==> config.mk <==
export PLATFORM = sky130hd
export DESIGN_NAME = wb_arbiter_flat
export DESIGN_NICKNAME = d
export VERILOG_FILES = /design/src/rtl/wb_arbiter_if.sv /design/src/rtl/wb_arbiter.sv /design/src/flat_wrapper.sv
export SDC_FILE = /design/constraint.sdc
export NUM_CORES = 1
export LEC_CHECK = 0
export ABC_CLOCK_PERIOD_IN_PS = 6030
export CORE_UTILIZATION = 54
export DETAILED_ROUTE_END_ITERATION = 7
export PLACE_DENSITY = 0.87
export SKIP_LAST_GASP = 1
export SLEW_MARGIN = 20
export SYNTH_ARGS = -nofsm -noshare
export SYNTH_HDL_FRONTEND = slang
export SYNTH_SLANG_ARGS = --single-unit
==> constraint.sdc <==
create_clock -name clk -period 6.03 [get_ports clk]
set_clock_uncertainty 0.1 [all_clocks]
set_input_delay 1.5075 -clock clk [delete_from_list [all_inputs] [get_ports clk]]
set_output_delay 1.5075 -clock clk [all_outputs]
set_load 0.02 [all_outputs]
==> src/rtl/wb_arbiter_if.sv <==
// Bundle of the ALU/LSU result streams and the registered write triple
// feeding the register file's single write port.
interface wb_arbiter_if #(
  parameter int DATA_W = 16,
  parameter int DEPTH  = 4
);
  logic                       alu_valid;
  logic [4:0]                 alu_waddr;
  logic [DATA_W-1:0]          alu_wdata;
  logic                       lsu_valid;
  logic                       lsu_ready;
  logic [4:0]                 lsu_waddr;
  logic [DATA_W-1:0]          lsu_wdata;
  logic                       reg_write;
  logic [4:0]                 waddr;
  logic [DATA_W-1:0]          wdata;
  logic [$clog2(DEPTH):0]     fifo_count;

  // Producer side: execution units plus the register file observing the triple.
  modport master (
    output alu_valid, alu_waddr, alu_wdata,
    output lsu_valid, lsu_waddr, lsu_wdata,
    input  lsu_ready, reg_write, waddr, wdata, fifo_count
  );

  modport slave (
    input  alu_valid, alu_waddr, alu_wdata,
    input  lsu_valid, lsu_waddr, lsu_wdata,
    output lsu_ready, reg_write, waddr, wdata, fifo_count
  );
endinterface

==> src/rtl/wb_arbiter.sv <==
// Writeback arbiter: ALU results win, colliding LSU results queue in a small
// FIFO, and younger ALU writes cancel buffered LSU writes to the same register.
module wb_arbiter #(
  parameter int DATA_W = 16,
  parameter int DEPTH  = 4
) (
  input  logic         clk,
  input  logic         arst,
  wb_arbiter_if.slave  bus
);
  localparam int PW = $clog2(DEPTH);
  localparam int CW = PW + 1;

  logic              fifo_valid [DEPTH];
  logic [4:0]        fifo_waddr [DEPTH];
  logic [DATA_W-1:0] fifo_wdata [DEPTH];
  logic [PW-1:0]     rd_ptr;
  logic [PW-1:0]     wr_ptr;
  logic [CW-1:0]     count;

  logic alu_act;
  logic lsu_acc;
  logic lsu_nz;
  logic fifo_empty;
  logic do_pop;
  logic do_bypass;
  logic do_push;
  logic push_valid;

  assign bus.lsu_ready  = (count < CW'(DEPTH));
  assign bus.fifo_count = count;

  assign alu_act    = bus.alu_valid && (bus.alu_waddr != 5'd0);
  assign lsu_acc    = bus.lsu_valid && bus.lsu_ready;
  assign lsu_nz     = (bus.lsu_waddr != 5'd0);
  assign fifo_empty = (count == '0);

  assign do_pop     = !alu_act && !fifo_empty;
  assign do_bypass  = !alu_act && fifo_empty && lsu_acc && lsu_nz;
  assign do_push    = lsu_acc && lsu_nz && !do_bypass;
  // A same-cycle ALU write to the same register is younger, so the LSU entry is born dead.
  assign push_valid = !(alu_act && (bus.alu_waddr == bus.lsu_waddr));

  always_ff @(posedge clk or posedge arst) begin
    if (arst) begin
      for (int i = 0; i < DEPTH; i++) begin
        fifo_valid[i] <= 1'b0;
        fifo_waddr[i] <= 5'd0;
        fifo_wdata[i] <= '0;
      end
      rd_ptr        <= '0;
      wr_ptr        <= '0;
      count         <= '0;
      bus.reg_write <= 1'b0;
      bus.waddr     <= 5'd0;
      bus.wdata     <= '0;
    end else begin
      // Kill stale entries first; a push to the tail below overrides its own slot.
      for (int i = 0; i < DEPTH; i++) begin
        if (alu_act && (fifo_waddr[i] == bus.alu_waddr)) begin
          fifo_valid[i] <= 1'b0;
        end
      end

      if (do_push) begin
        fifo_valid[wr_ptr] <= push_valid;
        fifo_waddr[wr_ptr] <= bus.lsu_waddr;
        fifo_wdata[wr_ptr] <= bus.lsu_wdata;
        wr_ptr             <= wr_ptr + PW'(1);
      end

      if (do_pop) begin
        rd_ptr <= rd_ptr + PW'(1);
      end

      case ({do_push, do_pop})
        2'b10:   count <= count + CW'(1);
        2'b01:   count <= count - CW'(1);
        default: count <= count;
      endcase

      if (alu_act) begin
        bus.reg_write <= 1'b1;
        bus.waddr     <= bus.alu_waddr;
        bus.wdata     <= bus.alu_wdata;
      end else if (do_pop) begin
        bus.reg_write <= fifo_valid[rd_ptr];
        bus.waddr     <= fifo_waddr[rd_ptr];
        bus.wdata     <= fifo_wdata[rd_ptr];
      end else if (do_bypass) begin
        bus.reg_write <= 1'b1;
        bus.waddr     <= bus.lsu_waddr;
        bus.wdata     <= bus.lsu_wdata;
      end else begin
        bus.reg_write <= 1'b0;
      end
    end
  end
endmodule

==> src/flat_wrapper.sv <==
// flat-port wrapper written by rule: the top's interface ports become plain ports
module wb_arbiter_flat 
#(
  parameter int DATA_W = 16,
  parameter int DEPTH  = 4
)
  (clk, arst, bus_alu_valid, bus_alu_waddr, bus_alu_wdata, bus_lsu_valid, bus_lsu_waddr, bus_lsu_wdata, bus_lsu_ready, bus_reg_write, bus_waddr, bus_wdata, bus_fifo_count);
  wb_arbiter_if #(.DATA_W(DATA_W), .DEPTH(DEPTH)) bus_i ();
  input  logic clk;
  input  logic arst;
  input wire logic [$bits(bus_i.alu_valid)-1:0] bus_alu_valid;
  input wire logic [$bits(bus_i.alu_waddr)-1:0] bus_alu_waddr;
  input wire logic [$bits(bus_i.alu_wdata)-1:0] bus_alu_wdata;
  input wire logic [$bits(bus_i.lsu_valid)-1:0] bus_lsu_valid;
  input wire logic [$bits(bus_i.lsu_waddr)-1:0] bus_lsu_waddr;
  input wire logic [$bits(bus_i.lsu_wdata)-1:0] bus_lsu_wdata;
  output wire logic [$bits(bus_i.lsu_ready)-1:0] bus_lsu_ready;
  output wire logic [$bits(bus_i.reg_write)-1:0] bus_reg_write;
  output wire logic [$bits(bus_i.waddr)-1:0] bus_waddr;
  output wire logic [$bits(bus_i.wdata)-1:0] bus_wdata;
  output wire logic [$bits(bus_i.fifo_count)-1:0] bus_fifo_count;
  assign bus_i.alu_valid = bus_alu_valid;
  assign bus_i.alu_waddr = bus_alu_waddr;
  assign bus_i.alu_wdata = bus_alu_wdata;
  assign bus_i.lsu_valid = bus_lsu_valid;
  assign bus_i.lsu_waddr = bus_lsu_waddr;
  assign bus_i.lsu_wdata = bus_lsu_wdata;
  assign bus_lsu_ready = bus_i.lsu_ready;
  assign bus_reg_write = bus_i.reg_write;
  assign bus_waddr = bus_i.waddr;
  assign bus_wdata = bus_i.wdata;
  assign bus_fifo_count = bus_i.fifo_count;
  wb_arbiter #(.DATA_W(DATA_W), .DEPTH(DEPTH)) u_core (.clk(clk), .arst(arst), .bus(bus_i));
endmodule
======== Word level (Yosys, flattened, before mapping) ========
Cells that the tools add are included.
word-level totals
  latch bits .............................. 0
  memories ................................ 0
  register bits ........................... 117
  RAM bits ................................ 0
  memory bits (read-only) ................. 0
operators by class
  magnitude comparators ................... 4
  multipliers ............................. 0
  shift-type cells ........................ 0
  multiplexer cells ....................... 33
  equality and inequality tests ........... 7
  reduce and logical (&&, ||, !) cells .... 23
  $add $sub $neg .......................... 4
  divide/modulo/power cells ............... 0
  bitwise operators ....................... 2
operator list
  operator               count
  $mux W16               6
  $bwmux W64             1
  $bmux W16 S2           1
  $demux W16 S2          1
  $mux W5                6
  $eq A5 B5 Y1           5
  $bwmux W20             1
  $logic_and A1 B1 Y1    14
  $bmux W5 S2            1
  $demux W5 S2           1
  $mux W1                10
  $reduce_bool A5 Y1     2
  $ge A3 B3 Y1 const B   2
  $not A2 Y3             2
  $pmux W3 S2            1
  $add A2 B1 Y2 const B  2
  $bwmux W4              1
  $logic_not A1 Y1       4
  $mux W4                1
  $add A3 B1 Y3 const B  1
  $logic_not A3 Y1       1
  $lt A3 B1 Y1 const B   1
  $lt A3 B3 Y1 const B   1
  $reduce_bool A3 Y1     1
  6 further kinds        6

======== Depth between registers and ports, before layout ========
  word-level depth ........................ 10
  gate-level depth with buffers ........... 11

======== Worst setup path after synthesis ========
OpenSTA, ideal clock, no wires.
  kind .................................... input port to flip-flop
  start point ............................. input port bus_alu_waddr[1]
  end point ............................... register u_core.count[2] (netlist: u_core.bus.fifo_count[2])
  arrival time ............................ 3.724 ns
  path buffers ............................ 1
  data required time ...................... 5.850 ns
  slack ................................... 2.125 ns
  cell stages on the path ................. 11
  cells stage by stage .................... buf_2 > or4_4 > o21ai_2 > a21boi_0 > inv_1 > ha_1 > inv_1 > fa_1 > xor2_1 > nor2_1 > xnor2_1
on the way
  word-level cells in the longest chain between the ends .. 10
  elaborated cells on any way between the ends .. 13
  those cells by class .................... eq/ne (2); mux (1); reduce/logical (10)
ends and longest elaborated chain
  element                                            RTL line                            source
  start: declaration                                 flat_wrapper.sv:12                  input wire logic [$bits(bus_i.alu_waddr)-1:0] bus_alu_waddr;
  $reduce_bool A5 Y1 *                               wb_arbiter.sv:33                    assign alu_act = bus.alu_valid && (bus.alu_waddr != 5'd0);
  $logic_and A1 B1 Y1 *                              wb_arbiter.sv:33
  $logic_not A1 Y1 *                                 wb_arbiter.sv:38, wb_arbiter.sv:39
  $logic_and A1 B1 Y1 (3 in series)                  wb_arbiter.sv:39                    assign do_bypass = !alu_act && fifo_empty && lsu_acc && lsu_nz;
  $logic_not A1 Y1                                   wb_arbiter.sv:40                    assign do_push = lsu_acc && lsu_nz && !do_bypass;
  $logic_and A1 B1 Y1                                wb_arbiter.sv:40
  $eq A2 B1 Y1 or $eq A2 B2 Y1 (tied branches)       wb_arbiter.sv:76                    case ({do_push, do_pop})
  $pmux W3 S2 or $reduce_bool A2 Y1 (tied branches)  --
  end signal: assignment                             wb_arbiter.sv:77                    2'b10: count <= count + CW'(1);
  end signal: assignment                             wb_arbiter.sv:78                    2'b01: count <= count - CW'(1);
  end signal: assignment                             wb_arbiter.sv:79                    default: count <= count;
  end: declaration                                   wb_arbiter.sv:19                    logic [CW-1:0] count;
Every way passes the cells marked *; elsewhere a longest branch is shown, timed or not.
A chain may end at the register's enable or synchronous reset.

======== Worst setup path in the final report ========
  start point ............................. input port bus_lsu_waddr[4]
  end point ............................... register u_core.count[2] (netlist: u_core.bus.fifo_count[2])
on the way
  word-level cells in the longest chain between the ends .. 6
  elaborated cells on any way between the ends .. 9
  those cells by class .................... eq/ne (2); mux (1); reduce/logical (6)
ends and longest elaborated chain
  element                                            RTL line            source
  start: declaration                                 flat_wrapper.sv:15  input wire logic [$bits(bus_i.lsu_waddr)-1:0] bus_lsu_waddr;
  $reduce_bool A5 Y1 *                               wb_arbiter.sv:35    assign lsu_nz = (bus.lsu_waddr != 5'd0);
  $logic_and A1 B1 Y1                                wb_arbiter.sv:39
  $logic_not A1 Y1                                   wb_arbiter.sv:40
  $logic_and A1 B1 Y1 *                              wb_arbiter.sv:40
  $eq A2 B1 Y1 or $eq A2 B2 Y1 (tied branches)       wb_arbiter.sv:76
  $pmux W3 S2 or $reduce_bool A2 Y1 (tied branches)  --
Marks and branches as above.

==> key figures <==
Floorplan
  • Die Width: 107 um
  • Row count: 38
  • Die height: 107 um
  • Starting density of the core: 55.3%
  • CORE AREA: 0.0108 sq mm
  • Die area: 0.0115 sq mm
  • Top Ports: 72

Cells and area
  • Nets: 516
  • Core Util, Final: 67.5%
  • Non-Filler Instances: 617
  • Area grow syn2layout: 22.1%
  • Area of the multi-input gates: 0.00283 sq mm
  • Number of fillers in the final layout: 739
  • Antenna cells: 0
  • Register area: 0.00293 sq mm
  • Layout cell share with drive strength beyond 1: 43.4%

Logic synthesis
  • Fraction of registers with async set/reset: 100%
  • Ranking of synthesized cells by area: dfrtp_1 49%, mux2_2 26%, mux4_2 8.3%
  • Syn_nets: 448
  • Largest area contributor in the netlist: dfrtp_1
  • Number of synthesized register bits: 117
  • Syn Area/Cell: 15.1 sq um
  • Register area share after synthesis: 48.9%
  • Post-synth top area share: 48.9%
  • Cell area after synthesis: 0.00599 sq mm
  • Netlist cell types: 31
  • Synth Flop Type: dfrtp_1
  • Most instantiated library cell after synthesis: mux2_2
  • Top cells by count, synth: 141 x mux2_2, 117 x dfrtp_1, 22 x mux4_2
  • Synth warn: 0
  • Mapped Cells: 396
  • Post-synth EDFFs: 0

Placement
  • DP HPWL: 7820 um
  • Dpl cells: 585
  • IO Port Bufs: 71
  • GPL Wtd Cong: 0.838

CTS
  • Hold Buf Count CTS: 0
  • Post-CTS Resized: 0
  • CTS Sinks: 117
  • TritonCTS Buffers: 17
  • Clk Latency, worst-skew pair: 0.52 ns
  • CTS max path bufs: 2
  • CTS tree: built
  • CTS root buf: clkbuf_8
  • H-tree depth: 4
  • Post-CTS setup buffers: 0
  • Reg clk slew, reported paths: 0.06 ns

Critical path
  • CP max FO: 7
  • R2r setup slk: 3.12 ns
  • Worst setup SP type: primary input
  • Critical path class: primary input to flop
  • Crit end category: flop
  • Arrival time worst endpoint: 4.38 ns
  • Worst EP required: 6.37 ns

Pwr
  • VDD IR-drop max: 0.234 mV
  • PwrDens: 571 mW/mm^2
  • Final Power: 4.18 mW
  • Leakage power: 3.05 nW

Detailed routing
  • Pre-Repair DR Iteration Count: 4
  • Via/cell ratio: 5.78
  • DR vias: 3566
  • Post-DRT Antenna Nets: 0
  • WL per Instance: 20.3 um
  • Drc violations: 0
  • First DRT Iteration DRCs: 133
  • Aggregate routed wire length: 12500 um

Timing
  • Final hold vios: 0
  • Max-slew headroom: 35.0%
  • Fmax: 0.247 GHz
  • Slew @ Worst Pin: 0.970 ns
  • Final Cycle Share: 67.1%
  • Final min period: 4.05 ns
  • Fin Setup TNS: 0 ns
  • RSZ-0062 raised after global routing: no
  • Max Slew Vio Count: 0
  • Final setup viols: 0

Global route
  • Vias in the first global route: 3997
  • Grt ovf: 0
  • GRT Total Usage: 24.5%
  • Number of antenna violations at the first check in global routing: 0
  • First-pass GRT wire length: 20900 um
  • Largest net degree at the start of global routing: 83

Outcome
  • Status: finished clean

Job
  • MaxCap Viol Count: 0

Min path
  • Hold Crit Class: flop to flop
## cells in the final DEF (no fill, tap or decap), types with 3 or more instances in the layout
master	n
mux4_2	22
clkdlybuf4s50_1	71
clkbuf_8	3
o41ai_1	5
o21ai_0	3
clkbuf_1	3
clkbuf_16	16
o211ai_4	4
inv_1	7
buf_4	4
clkinv_2	5
dfrtp_1	116
nand3_1	6
mux2_2	141
xor2_1	12
nor2_1	5
mux2_1	3
xnor2_1	19
ha_1	5
bufinv_16	4
mux2i_1	5
## report_power, final
group / switching, mW / internal [mW]
logic: 0.626 / 1.02
registers: 0.309 / 1.19
clock network: 0.346 / 0.689
## final timing paths
check                                          from                  endpoint  cells after the start
setup / recovery                   bus_lsu_waddr[4]  u_core.bus.fifo_count[2]                     11
hold / removal                 u_core.bus.wdata[10]      u_core.bus.wdata[10]                      1
setup reg to reg           u_core.bus.fifo_count[0]       u_core.bus.wdata[6]                      4
hold reg to reg                u_core.bus.wdata[10]      u_core.bus.wdata[10]                      1
max in group asynchronous                      arst     u_core.fifo_waddr[10]                      3
min in group asynchronous                      arst       u_core.bus.wdata[9]                      2
## registers in the layout, indices dropped and copies added, names as in the netlist
name and cells:
u_core.fifo_valid 4, u_core.fifo_wdata 64, u_core.bus.reg_write 1, u_core.wr_ptr 2
u_core.bus.waddr 5, u_core.rd_ptr 2, u_core.bus.fifo_count 3, u_core.fifo_waddr 20
u_core.bus.wdata 16
## worst max-delay path, stage by stage
cell	delay [ns]
clkdlybuf4s50_1	0.55
or3_1	0.42
o311a_1	0.49
a21boi_0	0.26
inv_1	0.13
ha_1	0.19
inv_1	0.06
fa_1	0.37
xor2_1	0.15
nor2_1	0.11
xnor2_1	0.14
## per-layer routing
layer | vias up | wire length (um) | GRT usage, %
li1 | 1598 | - | -
met5 | - | 0 | 0
met2 | 92 | 6560 | 41.1
met4 | 0 | 225 | 8.61
met3 | 20 | 538 | 6.72
met1 | 1856 | 5220 | 30.5
## through the flow
stage	area [sq um]	setup WS, ns	hold WS (ns)
2_1_floorplan	5990	1.32	0.359
3_3_place_gp	6710	1.49	0.373
3_5_place_dp	6710	1.46	0.383
4_1_cts	7310	2.01	0.396
5_1_grt	7310	1.86	0.414
6_report	7310	1.98	0.391
## cell families after synthesis
logic type                 count (synthesis)  synth area share [%]
buffers and inverters                     34                  3.95
AOI/OAI and AO/OA                         17                  3.24
muxes                                    171                  36.2
adders and majority gates                  6                  1.38
DFF                                      117                  48.9
and+or+nand+nor                           20                  1.88
xor gates and xnor gates                  31                  4.53
## final cells by class
cell class / instances / area share, %
Sequential cell: 117 / 40.0
Tap cell: 140 / 2.39
Timing Repair Buffer: 75 / 10.1
Clock inverter: 10 / 2.09
Inverter: 8 / 0.479
Clock buffer: 22 / 6.19
Multi-Input combinational cell: 245 / 38.7
Note: power is estimated with default switching activity, not from simulation.
